--- src/rtl/note_stream_receiver.sv ---
`default_nettype none
// ============================================================================
// Module      : note_stream_receiver
// Description : Checks the note-position stream cadence and buffers accepted
//               samples in a show-ahead FIFO for the lane renderer.
// Revision    : 1.0 - initial release
// ============================================================================
module note_stream_receiver #(
    parameter int         DEPTH = 8,
    parameter logic [7:0] START = 8'd120,
    parameter logic [7:0] STOP  = 8'd136,
    parameter logic [7:0] STEP  = 8'd4
) (
    input  logic                     clk,
    input  logic                     reset,
    input  logic                     map,
    input  logic                     data_en,
    input  logic [7:0]               data,
    input  logic                     rd,
    output logic [7:0]               q,
    output logic                     empty,
    output logic                     full,
    output logic [$clog2(DEPTH):0]   count,
    output logic                     seq_err,
    output logic                     overflow,
    output logic [7:0]               wrap_cnt
);

    localparam int                  c_AW   = $clog2(DEPTH);
    localparam int                  c_CW   = c_AW + 1;
    localparam logic [c_CW-1:0]     c_FULL = c_CW'(DEPTH);

    logic [7:0]      r_mem [DEPTH];
    logic [c_AW-1:0] r_wr_ptr;
    logic [c_AW-1:0] r_rd_ptr;
    logic [c_CW-1:0] r_count;
    logic [7:0]      r_exp;
    logic            r_seq_err;
    logic            r_overflow;
    logic [7:0]      r_wrap_cnt;

    logic w_acc;
    logic w_empty;
    logic w_full;
    logic w_pop;
    logic w_push;
    logic w_drop;

    assign w_acc   = map & data_en;
    assign w_empty = (r_count == '0);
    assign w_full  = (r_count == c_FULL);
    assign w_pop   = rd & ~w_empty;
    // A pop in the same cycle frees the slot, so a full FIFO still accepts.
    assign w_push  = w_acc & (~w_full | w_pop);
    assign w_drop  = w_acc & w_full & ~w_pop;

    // Storage is deliberately not reset; q is undefined until the first push.
    always_ff @(posedge clk) begin
        if (w_push) begin
            r_mem[r_wr_ptr] <= data;
        end
    end

    always_ff @(posedge clk) begin
        if (reset) begin
            r_wr_ptr <= '0;
            r_rd_ptr <= '0;
            r_count  <= '0;
        end else begin
            if (w_push) begin
                r_wr_ptr <= r_wr_ptr + 1'b1;
            end
            if (w_pop) begin
                r_rd_ptr <= r_rd_ptr + 1'b1;
            end
            if (w_push && !w_pop) begin
                r_count <= r_count + 1'b1;
            end else if (w_pop && !w_push) begin
                r_count <= r_count - 1'b1;
            end
        end
    end

    // The checker resynchronises to every received value, so a single glitch
    // produces exactly one mismatch.
    always_ff @(posedge clk) begin
        if (reset) begin
            r_exp      <= START;
            r_seq_err  <= 1'b0;
            r_overflow <= 1'b0;
            r_wrap_cnt <= '0;
        end else begin
            if (w_acc) begin
                if (data != r_exp) begin
                    r_seq_err <= 1'b1;
                end
                r_exp <= (data == STOP) ? START : data + STEP;
                if (data == STOP) begin
                    r_wrap_cnt <= r_wrap_cnt + 1'b1;
                end
            end
            if (w_drop) begin
                r_overflow <= 1'b1;
            end
        end
    end

    assign q        = r_mem[r_rd_ptr];
    assign empty    = w_empty;
    assign full     = w_full;
    assign count    = r_count;
    assign seq_err  = r_seq_err;
    assign overflow = r_overflow;
    assign wrap_cnt = r_wrap_cnt;

endmodule
`default_nettype wire

--- config.mk ---
export PLATFORM = sky130hd
export DESIGN_NAME = note_stream_receiver
export DESIGN_NICKNAME = d
export VERILOG_FILES = /design/src/rtl/note_stream_receiver.sv
export SDC_FILE = /design/constraint.sdc
export NUM_CORES = 1
export LEC_CHECK = 0
export BUFFER_PORTS_ARGS = -buffer_cell sky130_fd_sc_hd__buf_2
export CAP_MARGIN = 20
export CORE_MARGIN = 5
export CORE_UTILIZATION = 35
export CTS_CLUSTER_SIZE = 30
export DETAILED_ROUTE_END_ITERATION = 7
export GPL_TIMING_DRIVEN = 0
export PLACE_DENSITY = 0.58
export SYNTH_ARGS = -nofsm -noshare
export SYNTH_HDL_FRONTEND = slang
export SYNTH_SLANG_ARGS = --single-unit
--- constraint.sdc ---
create_clock -name clk -period 2.8 [get_ports clk]
set_input_delay 0.56 -clock clk [delete_from_list [all_inputs] [get_ports clk]]
set_output_delay 0.56 -clock clk [all_outputs]
set_load 0.005 [all_outputs]
Word level (Yosys, flattened, before mapping)
Memory sizes are Yosys's and may differ from the RTL's. A register that Yosys moved wholly into a read port is not among the register bits.
Index checks and enable logic that the tools add are counted.
{"block": "totals", "regBits": 28, "latch_bits": 0, "ramBits": 64, "mem_bits_ro": 0, "input_bits": 13, "out_inout_bits": 24, "elab_cells": 41, "n_memories": 1}
{"block": "op_classes", "addsub": 6, "mul": 0, "n_div": 0, "order_cmp": 0, "eq_ne": 3, "shift": 0, "mux": 7, "bitwise_logic": 9, "reduce_logical": 8}
{"name": "r_mem", "depth": 8, "width": 8, "rd": 1, "rd_ports_with_merged_regs": 1, "wr": 1, "line": "33", "source": "logic [7:0] r_mem [DEPTH];"}
{"operator": "$add A8 B1 Y8 const B", "n": 1}
{"operator": "$add A8 B3 Y8 const B", "n": 1}
{"operator": "$eq A8 B8 Y1 const B", "n": 1}
{"operator": "$mux W4", "n": 2}
{"operator": "$mux W8", "n": 1}
{"operator": "$ne A8 B8 Y1", "n": 1}
{"operator": "$add A3 B1 Y3 const B", "n": 2}
{"operator": "$mux W3", "n": 2}
{"operator": "$and A1 B1 Y1", "n": 5}
{"operator": "$add A4 B1 Y4 const B", "n": 1}
{"operator": "$eq A4 B4 Y1 const B", "n": 1}
{"operator": "$logic_not A4 Y1", "n": 1}
{"operator": "$reduce_and A2 Y1", "n": 2}
{"operator": "$sub A4 B1 Y4 const B", "n": 1}
{"operator": "$not A1 Y1", "n": 3}
{"operator": "$logic_and A1 B1 Y1", "n": 2}
{"operator": "$logic_not A1 Y1", "n": 2}
{"operator": "$mux W1", "n": 2}
{"operator": "$reduce_bool A2 Y1", "n": 1}
{"operator": "$or A1 B1 Y1", "n": 1}

Logic depth before layout (Yosys ltp)
{"block": "logic_depth", "ltp_word": 9, "mapped_depth": 11, "depth_no_buf": 11}

Worst setup path before layout
Ideal clock, no wire load.
{"block": "synth_path", "path_kind": "flip-flop to flip-flop", "from": "register r_count[0] (netlist: count[0])", "to": "register r_count[3] (netlist: count[3])", "setup_time_ns": 0.121, "t_arrival_ns": 2.455, "t_required_ns": 2.679, "path_slack_ns": 0.224, "stages_incl_launch_ff": 12, "n_path_buf": 0, "period_less_slack_ns": 2.576, "cell_sequence": "dfxtp_1 > nor4b_2 > nand2_1 > nand2_1 > inv_1 > ha_1 > inv_1 > ha_1 > a21oi_1 > a211oi_1 > a31oi_1 > mux2_2"}
{"block": "synth_via", "word_cells_on_any_way": 16, "classes_between": "2 x add/sub; 1 x eq/ne; 2 x mux; 5 x bitwise; 6 x reduce/logical"}
{"item": "start, declared", "line": "36", "source": "logic [c_CW-1:0] r_count;"}
{"item": "start signal, assigned", "line": "77", "source": "r_count <= r_count + 1'b1;"}
{"item": "start signal, assigned", "line": "79", "source": "r_count <= r_count - 1'b1;"}
{"item": "$eq A4 B4 Y1 *", "line": "51", "source": "assign w_full = (r_count == c_FULL);"}
{"item": "named net full", "line": "22", "source": "output logic full,"}
{"item": "$not A1 Y1 *", "line": "54", "source": "assign w_push = w_acc & (~w_full | w_pop);"}
{"item": "$or A1 B1 Y1 *", "line": "54"}
{"item": "$and A1 B1 Y1 *", "line": "54"}
{"item": "named net w_push", "line": "46", "source": "logic w_push;"}
{"item": "$logic_not A1 Y1", "line": "78", "source": "end else if (w_pop && !w_push) begin"}
{"item": "$logic_and A1 B1 Y1", "line": "78"}
{"item": "$reduce_bool A2 Y1 (no line)"}
The timed path passes the listed nets; every way through them passes the cells marked *. The select of a mux whose other input is x is not followed.
A chain may end at the register's enable or synchronous reset.

==> summary.md <==
| Metric | Value |
|---|---|
| Post-Layout Inst Area | `between 4000 and 5000 µm²` |
| Placed instance area | `around 4400 µm²` |
| Worst hold stages | `2` |
| Worst Setup Start Kind | `flop` |
| Placed cells | `roughly 450` |
| Synth top area share | `approximately half` |
| Pwr Density | `763.9 nW/µm²` |
| Post-synth top flop | `edfxtp_1` |
| Initial antenna violation count | `0` |
| Total GRT Usage | `12.87%` |
| Mux cell area share after synthesis | `about 13%` |
| Endpoints failing setup | `0` |
| Status | `finished clean` |
| Worst path slowest cell | `mux4_2` |
| CP peak stage delay | `0.52 ns` |
| Largest net degree at the start of global routing | `18` |
| Die Ht | `between 100 and 150 µm` |
| # DRC | `0` |
| Count of different cell masters after synthesis | `between 40 and 50` |
| Htree depth | `3` |
| Fin crit share | `between 90% and 100%` |
| Reg2Reg Depth | `11` |
| Area delta synth->final | `18.58%` |
| Post-layout min period | `2.615 ns` |
| Hold worst-path end | `seq_err` |
| Routability Congestion | `0.7882` |
| CP max FO | `10` |
| Met1 GRT Util | `approximately 17%` |
| Initial cell density of the core | `35.27%` |
| RR Startpoint | `count[2]` |
| Cell Chain, Critical Path | `buf_2 -> buf_6 -> mux4_2 -> mux2_2 -> buf_2` |
| Multi-input gate area | `between 1000 and 1500 µm²` |
| Clock Latency Late Sink | `0.33 ns` |
| First-pass GRT wire length | `between 10 and 15 mm` |
| Final wirelength | `7.952 mm` |
| Fillcell total | `about 1100` |
| Critical path required time | `between 2 and 2.5 ns` |
| Max Cap Viol | `0` |
| Cell row count | `39` |
| WL/cell | `16.96 µm` |
| Crit path capture type | `primary output` |
| Synth top area cells | `edfxtp_1 48%, dfxtp_1 16%, mux4_2 9.0%` |
| Root buffer cell | `clkbuf_16` |
| Met3 Use GR | `under 10%` |
| XOR/XNOR share of the synthesized area | `4.168%` |
| CTS Buffer Depth | `2` |
| DR pass1 iterations | `4` |
| FF-to-FF setup slack | `0.20 ns` |
| P_leak | `approximately 1.6 nW` |
| Layout cell share with drive strength beyond 1 | `between 30% and 40%` |
| Flip-flop and latch area | `between 2000 and 3000 µm²` |
| IO Pins | `37` |
| Max Freq | `382.5 MHz` |
| Post-synthesis compound-gate area fraction | `between 5 and 6%` |
| Largest family of logic cells by synthesized area | `multiplexers` |
| CTS tree | `done` |
| ANT cells | `0` |
| Via count | `~2400` |
| Fin. max-slew vios | `0` |
| Grt met2 use | `21.20%` |
| Synth Cell Area | `3993 µm²` |
| Clock transition at the registers of the reported paths | `0.06 ns` |
| Hold Vio Cnt, Final | `0` |
| Reg2reg end | `count[3]` |
| Post-Syn Instances | `271` |
| Post-DP HPWL | `between 5 and 6 mm` |
| I/O Buffers | `35` |
| DR vias/cell | `5.019` |
| Sequential share of the synthesized area | `63.68%` |
| Nets@finish | `343` |
| TritonCTS Buffers | `9` |
| Die area | `13640 µm²` |
| GR peak layer | `met2` |
| Simple logic cell fraction of the synthesized area | `9.370%` |
| Hold Crit Class | `flop to flop` |
| Least-Margin Pin Slew | `0.9519 ns` |
| Synth Register Bits | `between 90 and 100` |
| Post-layout util | `41.82%` |
| RSZ-0062 raised after global routing | `false` |
| Number of flops mapped to enable cells by yosys | `64` |
| Die width | `116.8 µm` |
| Core ar. | `11320 µm²` |
| Worst VDD drop | `between 0.3 and 0.4 mV` |
| Layout Cells excl Fill | `469` |
| Vias in the first global route | `2547` |
| CP Class | `flop to primary output` |
| Hold path start | `seq_err` |
| Ys Warns | `0` |
| Hold slack | `between 0.4 and 0.5 ns` |
| Grt ovf | `0` |
| DRT antenna net count | `0` |
| Post-Syn Nets | `between 200 and 300` |
| Worst slew margin | `36.31%` |
| Sink Count | `95` |
| Skew final | `0.008565 ns` |
| Post-Synth Adder-Cell Area | `3.008%` |
| Most used cell, CP | `buf_2` |
| Data arrival, critical path | `2.05 ns` |
| Initial drt markers | `roughly 120` |
| Post-synth ARST share | `0%` |
| PnR Total Power | `about 3.6 mW` |
| Cell taking the most area after synthesis | `edfxtp_1` |
| Syn Area/Cell | `14.73 µm²` |
| Hold_buf cts | `0` |
-- layout by cell type, fill, tap and decap left out, drive strengths merged, types with 10 or more instances in the layout --
| cell | n |
|---|---|
| edfxtp | 64 |
| buf | 46 |
| dfxtp | 31 |
| nor2 | 23 |
| mux4 | 16 |
| nand2 | 15 |
| clkbuf | 15 |
| xnor2 | 13 |
| a21oi | 13 |
| inv | 10 |
-- layer usage --
metal,share of wire [%],vias to the layer above
li1,-,1131
met1,45,1172
met2,49,47
met3,4.9,4
met4,0.64,0
met5,0,-
-- worst max-delay path by stage --
stage / start / end / cells after the start
6_report: flop / q[6] / 5
5_1_grt: count[1] / count[3] / 11
4_1_cts: flop / q[6] / 5
3_5_place_dp: map / count[3] / 12
3_3_place_gp: map / r_mem[4][5] / 7
2_1_floorplan: count[0] / count[3] / 11
-- synthesized netlist by cell type (3+ instances only) --
cell type and number:
a21oi_1 13, a31oi_1 3, clkbuf_1 6, dfxtp_1 31, edfxtp_1 64, ha_1 8
inv_1 7, mux2_2 9, mux2i_1 4, mux4_2 16, nand2_1 15, nand3_1 6
nand4_1 4, nor2_1 23, nor3_1 4, o211ai_1 3, o21ai_0 3, o31ai_1 4
or4_1 4, xnor2_1 13, xor2_1 6
-- registers in the layout (all words and copies together), names as in the netlist, named ones only --
| signal | count |
|---|---|
| r_mem | 64 |
| r_exp | 8 |
| seq_err | 1 |
| count | 4 |
| r_rd_ptr | 3 |
| wrap_cnt | 8 |
| overflow | 1 |
| r_wr_ptr | 3 |
-- layout make-up --
cell class / instances / share of cell area [%]
clock inverters: 6 / 1.586
repair buffers: 40 / 4.493
plain buffers: 11 / 1.321
inverters: 7 / 0.5550
well taps: 143 / 3.779
clock buffers: 10 / 4.836
multi-input cells: 157 / 29.62
flip-flops and latches: 95 / 53.81
-- stage by stage --
stage / setup TNS, ns / setup slack, ns
after floorplan: 0 / 0.2241
after global placement: -3.639 / -0.2855
after detailed placement: -0.1793 / -0.1793
after CTS: 0 / 0.01540
after global routing: 0 / 0.05034
final: 0 / 0.1853
-- report_power, final --
part	internal (mW)	total [mW]	switching, mW	leakage, nW
Sequential	1.57	1.66	0.0953	0.832
Combinational	0.383	0.717	0.335	0.670
Clock	0.707	1.23	0.528	0.146
Total	2.66	3.62	0.958	1.65
-- worst max-delay path, delay by kind of cell (launching register included) --
| kind | cells | cell delay, ns |
|---|---|---|
| buffers and inverters | 3 | 0.62 |
| DFF | 1 | 0.30 |
| muxes | 2 | 0.79 |
-- logic make-up after synthesis --
kind of cell               Yosys count
DFF                                 95
and+or+nand+nor                     69
xor gates and xnor gates            19
adders and majority gates            9
buffers and inverters               19
AOI/OAI and AO/OA                   31
muxes                               29
-- timing repair --
| action | CTS | global route |
|---|---|---|
| cloned | 0 | 0 |
| gates resized for setup | 3 | 10 |
| hold endpoints to repair | 0 | 0 |
| pin swaps | 1 | 0 |
| setup endpoints to repair | 9 | 9 |
| buffers inserted | 1 | 0 |
Power figures use the tool's default switching activity.
